===== src/rtl/riscv_lsu.sv =====
// Load/store unit: turns one core load/store into a single access on the RAM data port.
// Optional misaligned-access trap is enabled with `define LSU_MISALIGN_TRAP_EN.
module riscv_lsu #(
  parameter int ADDR_W = 32,
  parameter int DATA_W = 32
) (
  input  logic              clk,
  input  logic              reset,
  input  logic              core_req_i,
  input  logic              core_we_i,
  input  logic [2:0]        core_size_i,
  input  logic [ADDR_W-1:0] core_addr_i,
  input  logic [DATA_W-1:0] core_wd_i,
  output logic [DATA_W-1:0] core_rd_o,
  output logic              core_stall_o,
  output logic              mem_req_o,
  output logic              mem_we_o,
  output logic [3:0]        mem_be_o,
  output logic [ADDR_W-1:0] mem_addr_o,
  output logic [DATA_W-1:0] mem_wd_o,
  input  logic [DATA_W-1:0] mem_rd_i,
  output logic              err_o
);

  typedef enum logic [0:0] {
    IDLE = 1'b0,
    WAIT = 1'b1
  } state_t;

  state_t            state_q, state_d;
  logic [1:0]        off_q, off_d;
  logic [2:0]        size_q, size_d;
  logic              we_q, we_d;
  logic [DATA_W-1:0] hold_q, hold_d;

  logic              misalign;
  logic              accept;
  logic [3:0]        be_raw;
  logic [DATA_W-1:0] load_data;
  logic [7:0]        ld_byte;
  logic [15:0]       ld_half;

  // size[1:0]: 00 byte, 01 half, 1x word (covers funct3 2/3/6/7)
`ifdef LSU_MISALIGN_TRAP_EN
  always_comb begin
    misalign = 1'b0;
    if (core_size_i[1:0] == 2'b01)
      misalign = core_addr_i[0];
    else if (core_size_i[1])
      misalign = (core_addr_i[1:0] != 2'b00);
  end
`else
  assign misalign = 1'b0;
`endif

  assign accept = core_req_i && !misalign;

  always_comb begin
    be_raw   = 4'b1111;
    mem_wd_o = core_wd_i;
    case (core_size_i[1:0])
      2'b00: begin
        be_raw   = 4'b0001 << core_addr_i[1:0];
        mem_wd_o = {4{core_wd_i[7:0]}};
      end
      2'b01: begin
        be_raw   = 4'b0011 << {core_addr_i[1], 1'b0};
        mem_wd_o = {2{core_wd_i[15:0]}};
      end
      default: begin
        be_raw   = 4'b1111;
        mem_wd_o = core_wd_i;
      end
    endcase
  end

  assign mem_addr_o = {core_addr_i[ADDR_W-1:2], 2'b00};

  always_comb begin
    ld_byte   = mem_rd_i[{off_q, 3'b000} +: 8];
    ld_half   = off_q[1] ? mem_rd_i[31:16] : mem_rd_i[15:0];
    load_data = mem_rd_i;
    case (size_q[1:0])
      2'b00:   load_data = {{24{ld_byte[7]  & ~size_q[2]}}, ld_byte};
      2'b01:   load_data = {{16{ld_half[15] & ~size_q[2]}}, ld_half};
      default: load_data = mem_rd_i;
    endcase
  end

  always_ff @(posedge clk or negedge reset) begin
    if (!reset) begin
      state_q <= IDLE;
      off_q   <= 2'b00;
      size_q  <= 3'b000;
      we_q    <= 1'b0;
      hold_q  <= '0;
    end else begin
      state_q <= state_d;
      off_q   <= off_d;
      size_q  <= size_d;
      we_q    <= we_d;
      hold_q  <= hold_d;
    end
  end

  always_comb begin
    state_d = state_q;
    off_d   = off_q;
    size_d  = size_q;
    we_d    = we_q;
    hold_d  = hold_q;
    case (state_q)
      IDLE: begin
        if (accept) begin
          state_d = WAIT;
          off_d   = core_addr_i[1:0];
          size_d  = core_size_i;
          we_d    = core_we_i;
        end
      end
      WAIT: begin
        state_d = IDLE;
        if (!we_q)
          hold_d = load_data;
      end
      default: state_d = IDLE;
    endcase
  end

  always_comb begin
    mem_req_o    = 1'b0;
    mem_we_o     = 1'b0;
    mem_be_o     = 4'b0000;
    core_stall_o = 1'b0;
    err_o        = 1'b0;
    core_rd_o    = hold_q;
    case (state_q)
      IDLE: begin
        mem_req_o    = accept;
        mem_we_o     = accept && core_we_i;
        mem_be_o     = accept ? be_raw : 4'b0000;
        core_stall_o = accept;
        err_o        = core_req_i && misalign;
      end
      WAIT: begin
        if (!we_q)
          core_rd_o = load_data;
      end
      default: ;
    endcase
  end

endmodule


===== config.mk =====
export PLATFORM = sky130hd
export DESIGN_NAME = riscv_lsu
export DESIGN_NICKNAME = d
export VERILOG_FILES = /design/src/rtl/riscv_lsu.sv
export SDC_FILE = /design/constraint.sdc
export NUM_CORES = 1
export LEC_CHECK = 0
export CAP_MARGIN = 15
export CORE_MARGIN = 3
export CORE_UTILIZATION = 35
export DETAILED_ROUTE_END_ITERATION = 16
export GPL_ROUTABILITY_DRIVEN = 0
export MAX_ROUTING_LAYER = met4
export PLACE_DENSITY = 0.81
export SLEW_MARGIN = 30
export SYNTH_ARGS = -nofsm -noshare
export SYNTH_HDL_FRONTEND = slang
export SYNTH_SLANG_ARGS = --single-unit

===== constraint.sdc =====
create_clock -name clk -period 2 [get_ports clk]
set_input_delay 0.2 -clock clk [delete_from_list [all_inputs] [get_ports clk]]
set_output_delay 0.2 -clock clk [all_outputs]
set_load 0.03 [all_outputs]

==> results of run 1 <==
## where the power goes
group / internal [mW] / leakage [nW] / switching (mW)
sequential: 1.03 / 0.451 / 0.0901
combinational: 1.07 / 1.47 / 1.37
clock: 0.404 / 0.0612 / 0.305
total: 2.50 / 1.98 / 1.76
## cells in the mapped netlist, drive strengths merged, types with 9 or more instances
master and number:
nand2b 9, dfrtp 39, mux2i 17, o21ai 12
mux2 23, buf 49, a211oi 15, clkbuf 18
nor2 48, nand3b 10, a21oi 35, nand2 27
## area by class of cell
cell class,count,area [sq um]
Timing Repair Buffer,186,1780
Clock inverter,2,35.0
Inverter,2,7.51
Tap cell,102,128
Clock buffer,6,82.6
Fill cell,676,3110
Sequential cell,39,980
Multi-Input combinational cell,230,1730
## through the flow
stage	TNS, ns	cells
floorplan	-3.25	338
global placement	-4.21	545
detailed placement	-5.80	545
CTS	-6.91	556
global route	-10.67	567
finish	-7.73	567
## worst register-to-register path, cell delays in order, from the launching register on
cell	delay, ns
dfrtp_2	0.45
mux2i_2	0.18
nor4_2	0.30
buf_4	0.18
nor4b_4	0.06
buf_12	0.16
a211oi_1	0.30
## state kept, by name (all words and copies together) (netlist names)
signal   count
size_q       3
we_q         1
off_q        2
state_q      1
hold_q      32
## per-layer routing
| layer | vias up | GRT usage [%] | wire [um] |
|---|---|---|---|
| met3 | 26 | 6.35 | 829 |
| li1 | 1392 | - | - |
| met2 | 169 | 38.5 | 5530 |
| met4 | 0 | 7.13 | 310 |
| met5 | - | - | 0 |
| met1 | 1446 | 23.8 | 3710 |
## what timing repair did
| item | 4_1_cts | 5_1_grt |
|---|---|---|
| setup endpoints to repair | 45 | 32 |
| pin swaps | 2 | 14 |
| endpoints found under the hold margin | 0 | 39 |
| hold buffers | 0 | 1 |
| resized for setup | 41 | 54 |
| gates cloned | 1 | 0 |
| setup buffers | 2 | 10 |
## path summary, 6_finish.rpt
path                                start       endpoint  slack (ns)  depth (start not counted)
min in group clk           core_addr_i[8]  mem_addr_o[8]        0.40                          0
hold / removal                      reset     hold_q[25]        0.40                          2
setup / recovery                 off_q[0]  core_rd_o[23]       -0.39                          7
setup reg to reg                 off_q[0]     hold_q[18]        0.26                          6
max in group asynchronous           reset       off_q[0]        1.20                          2
hold reg to reg                 hold_q[7]      hold_q[7]        0.56                          2
## cell families after synthesis
family	Yosys count	synth area share [%]
compound gates	79	17.1
buf+inv	69	15.0
flops	39	34.1
mux	40	15.0
other cells	1	0.131
simple gates	108	18.6
==> results.txt, run 1 <==
Overall global routing resource usage: 21.9%
Synth cell types: 35
Grt ovf: 0
Max Slew Vio Count: 0
Number of max-cap violations: 0
Worst hold slack: 0.400 ns
Synth Area per Inst: 8.52 sq um
Number of port buffers: 143
Async S/R FF share, synth: 100%
I/O pin count: 207
Bufs on Longest Clock Path: 2
Area Growth Syn to Fin: 65.5%
Fin area: 4730 sq um
Post-place setup slack: -0.606 ns
Critical path type: reg -> out
Post-route setup slack: -0.393 ns
Post-route DRC violation count: 0
NumNets Final: 567
Netlist Area Pre-Place: 2860 sq um
Clk_skew: 0.00669 ns
Crit path largest cell delay: 0.45 ns
Height of the die: 96.4 um
Commonest cells after routing, fill and taps aside: clkdlybuf4s50_1, buf_4, dfrtp_1, nor2_1, a21oi_1
Post-detailed-route wirelength per cell: 18.3 um
Buf/Inv on CP: 3
Final setup violation count: 32
Vias per cell: 5.35
DRT iter0 DRCs: 83
Final Core Density: 60.3%
Global-route wire length before repair: 15300 um
CP required: 1.80 ns
RSZ-0062 raised after global routing: true
Mapped Cells: 336
CTS tree: yes
WL final: 10400 um
Die area: 9300 sq um
Vias in the first global route: 3070
Clock Latency Late Sink: 0.31 ns
Peak Freq: 418 MHz
Pwr dens: 901 nW/um^2
Worst path cell trace: mux2i_2 > nor4_2 > buf_4 > nor4b_4 > buf_12 > a211oi_2 > clkdlybuf4s15_2
Antenna Cells: 0
Core area: 7850 sq um
Worst-case vdd ir drop: 366 uV
CTS buffer count: 5
HP Class: in -> async
Worst Setup End Kind: output port
Post-synth EDFFs: 0
Initial antenna violation count: 0
Pwr Total: 4.27 mW
Failing checks: negative setup slack
CP max stage cell: dfrtp_2
CTS H-Tree Depth: 2
Horiz. Die Dim: 96.4 um
Min Tclk post-route: 2.39 ns
Status: finished, violations left
Post-synthesis sequential area ratio: 34.1%
CP delay by family, top: buffers and inverters
Number of synthesized register bits: 39
Crit-path max FO: 16
Cell taking the most area after synthesis: dfrtp_1
Vias: 3033
Starting Density: 36.5%
Top FF cell, synth: dfrtp_1
Clk root buf: clkbuf_8
Most common cell after layout, fill and taps aside: clkdlybuf4s50_1
Final period util: 120%
Startpoint types: flip-flop
Post-DP HPWL: 7330 um
Pre-antenna DRT Iters: 4
Final Hold Vio Count: 0
Placed Instance Area: 4220 sq um
Layout cell share with drive strength beyond 1: 37.2%
Share of the synthesized area in the top cell type: 34.1%
Num Clock Sinks: 39
Top cells by area, synth: dfrtp_1, buf_4, mux2_2
Slew @ Worst Pin: 0.525 ns
Detail Route Antenna Nets: 0
Slew Limit Headroom: 65.0%
Pin count of the biggest net entering global routing: 40
Clock-pin slew on the worst setup and hold paths: 0.08 ns
Yosys warns: 0
Leakage: 1.98 nW
Arr. time, crit path: 2.19 ns
# rows: 32
No activity file was read; power rests on OpenSTA's default activity.
==> inputs of run 2 (changes only) <==
--- a/config.mk
+++ b/config.mk
@@ -5,7 +5,7 @@
 export SDC_FILE = /design/constraint.sdc
 export NUM_CORES = 1
 export LEC_CHECK = 0
-export CAP_MARGIN = 15
+export CAP_MARGIN = 0
 export CORE_MARGIN = 3
 export CORE_UTILIZATION = 35
 export DETAILED_ROUTE_END_ITERATION = 16
==> results of run 2 <==
Final layout, timing and power as in run 1 (identical DEF).
==> inputs of run 3 (changes only) <==
--- a/config.mk
+++ b/config.mk
@@ -5,7 +5,6 @@
 export SDC_FILE = /design/constraint.sdc
 export NUM_CORES = 1
 export LEC_CHECK = 0
-export CAP_MARGIN = 0
 export CORE_MARGIN = 3
 export CORE_UTILIZATION = 35
 export DETAILED_ROUTE_END_ITERATION = 16
==> results of run 3 <==
Final layout, timing and power as in run 1 (identical DEF).
